`config.mk`:
```
export PLATFORM = sky130hd
export DESIGN_NAME = regfile_rename
export DESIGN_NICKNAME = d
export VERILOG_FILES = /design/src/rtl/regfile_rename.sv
export SDC_FILE = /design/constraint.sdc
export NUM_CORES = 2
export LEC_CHECK = 0
export CORE_MARGIN = 5
export CORE_UTILIZATION = 25
export CTS_BUF_LIST = sky130_fd_sc_hd__clkbuf_4 sky130_fd_sc_hd__clkbuf_8 sky130_fd_sc_hd__clkbuf_16
export DETAILED_ROUTE_END_ITERATION = 10
export GPL_TIMING_DRIVEN = 0
export SYNTH_ARGS = -nofsm -noshare
export SYNTH_HDL_FRONTEND = slang
export SYNTH_SLANG_ARGS = --single-unit
export TNS_END_PERCENT = 100
```
`constraint.sdc`:
```
create_clock -name clk -period 13.75 [get_ports clk]
set_clock_uncertainty 0.05 [all_clocks]
set_input_delay 4.125 -clock clk [delete_from_list [all_inputs] [get_ports clk]]
set_output_delay 4.125 -clock clk [all_outputs]
set_load 0.01 [all_outputs]
```
`src/rtl/regfile_rename.sv`:
```
// Architectural register file with per-register rename tags.
// Issue reads and renames; the ROB commit stream writes values and clears tags.
module regfile_rename #(
    parameter int                 REG_NUM    = 32,
    parameter int                 ENTRY_W    = 6,
    parameter logic [ENTRY_W-1:0] ENTRY_NULL = 6'd32
) (
    input  logic               clk,
    input  logic               rst,
    input  logic               rdy,
    input  logic               rollback,
    input  logic               issue_valid,
    input  logic [4:0]         issue_rd,
    input  logic [ENTRY_W-1:0] issue_entry,
    input  logic [4:0]         rs1_idx,
    input  logic [4:0]         rs2_idx,
    output logic [31:0]        rs1_val,
    output logic [31:0]        rs2_val,
    output logic [ENTRY_W-1:0] rs1_tag,
    output logic [ENTRY_W-1:0] rs2_tag,
    output logic               rs1_busy,
    output logic               rs2_busy,
    input  logic               commit_sgn,
    input  logic [ENTRY_W-1:0] commit_entry,
    input  logic [5:0]         commit_rd,
    input  logic [31:0]        commit_value,
    output logic [5:0]         pending_cnt,
    output logic [31:0]        retire_cnt
);

    typedef struct packed {
        logic [31:0]        val;
        logic [ENTRY_W-1:0] tag;
        logic               busy;
    } src_t;

    logic [31:0]        val      [REG_NUM];
    logic [ENTRY_W-1:0] tag      [REG_NUM];
    logic [ENTRY_W-1:0] tag_next [REG_NUM];
    logic [REG_NUM-1:0] busy;
    logic [REG_NUM-1:0] busy_next;
    logic [5:0]         cnt_next;
    logic [4:0]         commit_idx;
    logic               commit_hit;
    logic               issue_hit;
    logic [4:0]         src_idx  [2];

    assign commit_idx = commit_rd[4:0];
    assign commit_hit = commit_sgn && (commit_idx != 5'd0);
    assign issue_hit  = issue_valid && (issue_rd != 5'd0);
    assign src_idx[0] = rs1_idx;
    assign src_idx[1] = rs2_idx;

    // Operand read with same-cycle commit bypass; sees pre-rename state.
    for (genvar s = 0; s < 2; s++) begin : g_src
        src_t res;
        always_comb begin
            res = '{val: val[src_idx[s]], tag: ENTRY_NULL, busy: 1'b0};
            if (src_idx[s] == 5'd0)
                res = '{val: 32'd0, tag: ENTRY_NULL, busy: 1'b0};
            else if (busy[src_idx[s]] && commit_sgn && commit_entry == tag[src_idx[s]])
                res = '{val: commit_value, tag: ENTRY_NULL, busy: 1'b0};
            else if (busy[src_idx[s]])
                res = '{val: val[src_idx[s]], tag: tag[src_idx[s]], busy: 1'b1};
        end
    end

    assign rs1_val  = g_src[0].res.val;
    assign rs1_tag  = g_src[0].res.tag;
    assign rs1_busy = g_src[0].res.busy;
    assign rs2_val  = g_src[1].res.val;
    assign rs2_tag  = g_src[1].res.tag;
    assign rs2_busy = g_src[1].res.busy;

    // Next tag/busy; the issue update is applied last so it wins over a commit clear.
    always_comb begin
        for (int i = 0; i < REG_NUM; i++) begin
            busy_next[i] = busy[i];
            tag_next[i]  = tag[i];
        end
        for (int i = 1; i < REG_NUM; i++) begin
            if (rollback) begin
                busy_next[i] = 1'b0;
                tag_next[i]  = ENTRY_NULL;
            end else begin
                if (commit_hit && commit_idx == 5'(i) && tag[i] == commit_entry) begin
                    busy_next[i] = 1'b0;
                    tag_next[i]  = ENTRY_NULL;
                end
                if (issue_hit && issue_rd == 5'(i)) begin
                    busy_next[i] = 1'b1;
                    tag_next[i]  = issue_entry;
                end
            end
        end
        busy_next[0] = 1'b0;
        tag_next[0]  = ENTRY_NULL;
    end

    always_comb begin
        cnt_next = 6'd0;
        for (int i = 0; i < REG_NUM; i++)
            cnt_next = cnt_next + 6'(busy_next[i]);
    end

    always_ff @(posedge clk) begin
        if (rst) begin
            for (int i = 0; i < REG_NUM; i++) begin
                val[i] <= 32'd0;
                tag[i] <= ENTRY_NULL;
            end
            busy        <= '0;
            pending_cnt <= 6'd0;
            retire_cnt  <= 32'd0;
        end else if (rdy) begin
            for (int i = 0; i < REG_NUM; i++)
                tag[i] <= tag_next[i];
            busy        <= busy_next;
            pending_cnt <= cnt_next;
            // The ROB flushes alongside rollback, so a coincident commit is dropped.
            if (!rollback && commit_hit) begin
                val[commit_idx] <= commit_value;
                retire_cnt      <= retire_cnt + 32'd1;
            end
        end
    end

endmodule

```
# == Word level (Yosys, flattened, before mapping) ==
# Memory sizes are Yosys's and may differ from the RTL's.
# Index checks and enable logic that the tools add are counted.
# Widths: inputs -> output; s select.
# word_totals
mem_bits_rw,1216
regBits,69
output_inout_bits,116
elab_cells,512
memories,2
input_bits,71
# memory_table
memory,words,word_bits,read_ports,rd_clocked_by_memory_dff,wr,line_no,rtl
val,32,32,2,0,32,37,logic [31:0] val [REG_NUM];
tag,32,6,33,0,32,38,logic [ENTRY_W-1:0] tag [REG_NUM];
# op_classes
n_reduce_logical,107
n_addsub,31
n_eq_ne,95
magnitude_cmp,2
bitwise,32
n_mux,240
# op_table
cell,count
$mux 6,125
$eq 6x6->1,33
$eq 5x5->1 const B,32
$mux 39,4
$add 6x1->6,25
$mux 1,105
$logic_and 1x1->1,100
$eq 5x4->1 const B,16
$eq 5x3->1 const B,8
$add 32x1->32 const B,1
$mux 32,1
$or 1x1->1,32
$reduce_or 32->1,1
$eq 5x2->1 const B,4
$mux 7,2
$lt 5x6->1 const B,2
$bmux 1 s5,2
$eq 5x1->1 const B,2
$logic_not 5->1,2
$reduce_bool 5->1,2
$add 5x1->6,1
$add 4x1->5,1
$mux 5,1
$add 3x1->4,1
4 further kinds,4

# == Depth between registers and ports, before layout ==
# depth
depth_word,37
ltp_mapped,26
mapped_depth_nobuf,24

# == Least setup slack after synthesis ==
# Ideal clock, no wire load.
# synth_path
path_type,in2out
startpoint,input port rs2_idx[0]
endpoint,output port rs2_val[23]
t_required_ns,9.575
slack_ns,2.808
path_buffers,7
arrival_ns,6.767
stages,11
path_cell_list,buf_6 -> buf_8 -> buf_6 -> buf_4 -> buf_2 -> buf_2 -> buf_2 -> mux4_2 -> mux4_2 -> mux2i_1 -> a21oi_1
# synth_between
elab_chain_len,6
word_cells_on_any_way,10
classes_between,eq/ne (1); mux (4); reduce/logical (3); memory (2)
# synth_lines
element,line_no,rtl
from (decl),16,"input logic [4:0] rs2_idx,"
"parallel branches: the longest is 5 deep, another holds $mem_v2 32x6",n/a,
$mux 39 *,59,if (src_idx[s] == 5'd0)
to (decl),18,"output logic [31:0] rs2_val,"
# Every way passes the cells marked *. The select of a mux whose other input is x is not followed.

# == Worst setup path after layout ==
# layout_path
startpoint,input port rs1_idx[1]
endpoint,output port rs1_val[18]
# layout_between
elab_chain_len,6
word_cells_on_any_way,10
classes_between,eq/ne (1); mux (4); reduce/logical (3); memory (2)
# layout_lines
element,line_no,rtl
from (decl),15,"input logic [4:0] rs1_idx,"
"parallel branches: the longest is 5 deep, another holds $mem_v2 32x6",n/a,
$mux 39 *,59,
to (decl),17,"output logic [31:0] rs1_val,"
# Marks and branches as above.

==> flow_summary.toml <==
[clock_network]
clk-insertion-delay-late_ns = 0.83
cts_made_buffers = 143
cts_tree = "done"
clock_sinks = 1279
clk_pin_slew_ns = 0.06
hold_buffers = 0
clockBufferDepth = 3
cts_root_buf = "clkbuf_16"
cts_htree_levels = 4

[sta]
slew_headroom = -0.0569
setup_viol = 18
fin_ws_ns = -0.194
min_period_ns = 13.94
worst_slew_pin_slew_ns = 1.59
hold_viol = 0
slew_violations = 56
fin_tns_setup_ns = -1.47
maxClockFrequency_mhz = 71.7
timing.final.crit_share = 1.01

[synthesis]
synth_ff_type = "edfxtp_1"
synth_cell_types = 73
ys_seq_area_frac = 0.522
synthMuxAreaShare = 0.241
synth_edf_count = 1210
synth_fa_ha_area_frac = 0.00776
synth-seq-cells = 1279
yosysWarnings = 0
synth_xor_area_frac = 0.0275
synth_compound_area_frac = 0.0288
syn_area_mm2 = 0.0722
async_flop_share = 0
avgSynthCellArea_um2 = 14.5
synthCells = 4986
synth_top_family_by_area = "multiplexers"
synth_simple_gate_area_frac = 0.141

[power_and_ir_drop]
p_total_w = 0.0101
leakagePower_nw = 28.2
powerDensity_mw_per_mm2 = 120
irDropWorstVdd_mv = 0.169

[finish]
drive_above_1_share = 0.219
nNetsFinal = 5451
area_growth_pct = 16.5
instances_no_fill = 9265
fillCellCount = 28933

[global_route]
grt_use_total = 0.203
grt_pass1_vias = 50769
grt_antenna_before_repair = 32
grt_overflow = 0
grt_max_degree = 33
grt_pass1_wl_um = 423000

[die]
die_y_um = 547
rows = 197
die_x_um = 547
dieArea_mm2 = 0.300
num_io_pins = 187
core_area_mm2 = 0.288
start_util = 0.251

[hold_path]
min_path_cells = 2
hp-class = "flip-flop to flip-flop"

[setup_path]
cp.arrival_ns = 9.77
required_ns = 9.57
rr_worst_depth = 22
endpoint_kind = "output pin"
cp_max_fo = 10
crit_type = "input port to output pin"
startpoint_type = "input port"
r2r_slack_ns = 7.07

[placed_design]
dp.cells = 8978
port_buffers = 168
gp_congestion = 0.983
dpl.hpwl_um = 220000

[routing]
vias_per_cell = 5.57
route.detailed.drc = 0
drtPass1Iterations = 6
wl_um = 315000
drt_iter0_markers = 8636
wl_per_cell_um = 34.0
final_antenna_net_count = 0
vias = 51635

[flow_run]
drv_cap = 7

[status]
violations = "capacitance limit, slew limit, setup timing"
status = "complete, but fails checks"
-- worst paths after layout --
check                      start        endpoint
setup / recovery      rs1_idx[1]     rs1_val[18]
hold / removal    pending_cnt[5]  pending_cnt[5]
setup reg to reg      tag[22][2]  pending_cnt[4]
hold reg to reg   pending_cnt[5]  pending_cnt[5]
-- registers in the layout, summed over array words and instances (netlist names) --
name and flops:
busy 31, val 1024, pending_cnt 6, retire_cnt 32
tag 186
-- placed cells by master (no fill, tap or decap), drive strengths merged, types with 38 or more instances in the layout --
cell type      synthesis  layout
clkinv                 1      58
nor2                 140     140
buf                  108     124
or2                   39      39
nor3                  46      46
mux2i                142     142
mux4                 702     702
and2                1142    1142
nand2                164     164
xor2                 210     210
clkdlybuf4s50          0     168
nor4                  57      57
or3                   38      38
clkbuf               392     586
edfxtp              1210    1210
a21oi                 58      58
dfxtp                 69      69
-- power breakdown --
part / switching, W / internal [W] / leakage (nW) / total [W]
Clock: 0.00179 / 0.00217 / 2.35 / 0.00396
Combinational: 0.000912 / 0.000604 / 13.7 / 0.00152
Sequential: 0.000139 / 0.00447 / 12.2 / 0.00461
-- synth_stat cells, drive strengths merged (8+ instances only) --
cell type  count  area share
nand2        164      0.0085
and2        1142       0.099
mux2          17      0.0027
o21ai         35      0.0024
edfxtp      1210        0.50
nor2         140      0.0073
a21boi        14      0.0015
nand4         13      0.0011
clkbuf       392       0.020
a21oi         58      0.0040
dfxtp         69       0.019
or3           38      0.0033
buf          108      0.0089
and3          18      0.0016
nor3          46      0.0033
ha             8      0.0014
nand3         34      0.0024
a221oi        15      0.0018
a211oi        31      0.0034
nand3b         8     0.00083
xor2         210       0.025
xnor2         16      0.0020
mux2i        142       0.020
mux4         702        0.22
fa            23      0.0064
or2           39      0.0034
a22o          17      0.0021
nand2b        30      0.0026
o41ai         32      0.0039
a22oi         21      0.0022
nor2b         20      0.0017
a31oi         36      0.0032
nor4          57      0.0050
inv           33      0.0017
-- critical path, stage by stage --
cell and delay (ns):
clkdlybuf4s50_1 0.60, buf_2 0.38, buf_2 0.41, clkbuf_2 0.58, clkbuf_2 0.63, clkbuf_2 0.57
mux4_2 0.32, nand2_1 0.06, a32oi_1 0.29, o21ai_0 0.22, a21o_1 0.26, a21oi_1 0.59
clkdlybuf4s50_1 0.67
-- per-stage QoR --
stage	cell area (um2)	hold slack [ns]	setup WS (ns)	util
floorplan	72300	0.408	2.81	-
global placement	78700	0.416	-2.44	0.273
detailed placement	79000	0.416	-1.85	0.274
CTS	83900	0.424	0.00476	0.292
global route	84100	0.459	-0.0115	0.292
finish	84100	0.426	-0.194	0.292
-- logic make-up (layout without fill, tap and decap cells) --
group | after synthesis | after routing
other cells | 1 | 53
flops | 1279 | 1279
simple gates | 1759 | 1759
xor+xnor | 226 | 226
compound gates | 295 | 295
fa+ha+maj | 31 | 31
buf+inv | 534 | 980
mux | 861 | 861
-- area by class of cell --
| class | count | area (um2) | area share |
|---|---|---|---|
| timing repair buffer | 187 | 1970 | 0.0234 |
| buffer | 500 | 2210 | 0.0263 |
| tap | 3781 | 4730 | 0.0562 |
| sequential | 1279 | 37700 | 0.448 |
| inverter | 34 | 128 | 0.00152 |
| clock buffer | 191 | 3980 | 0.0473 |
| antenna | 21 | 52.6 | 0.000625 |
| multi-input combinational | 3204 | 32600 | 0.387 |
| clock inverter | 68 | 763 | 0.00907 |
-- metal layers --
| metal | wire length [um] | part of all wire | vias to the layer above | GRT usage |
|---|---|---|---|---|
| li1 | - | - | 19718 | - |
| met4 | 19600 | 0.062 | 6 | 0.103 |
| met5 | 89 | 0.00028 | - | 0 |
| met2 | 135000 | 0.43 | 4092 | 0.300 |
| met3 | 42700 | 0.14 | 894 | 0.0750 |
| met1 | 118000 | 0.37 | 26925 | 0.261 |
-- what timing repair did --
action	CTS	global route
gates cloned	0	0
gates resized for setup	78	20
setup buffers	2	3
pin swaps	1	2
setup endpoints to repair	77	48
Power figures use the tool's default switching activity.
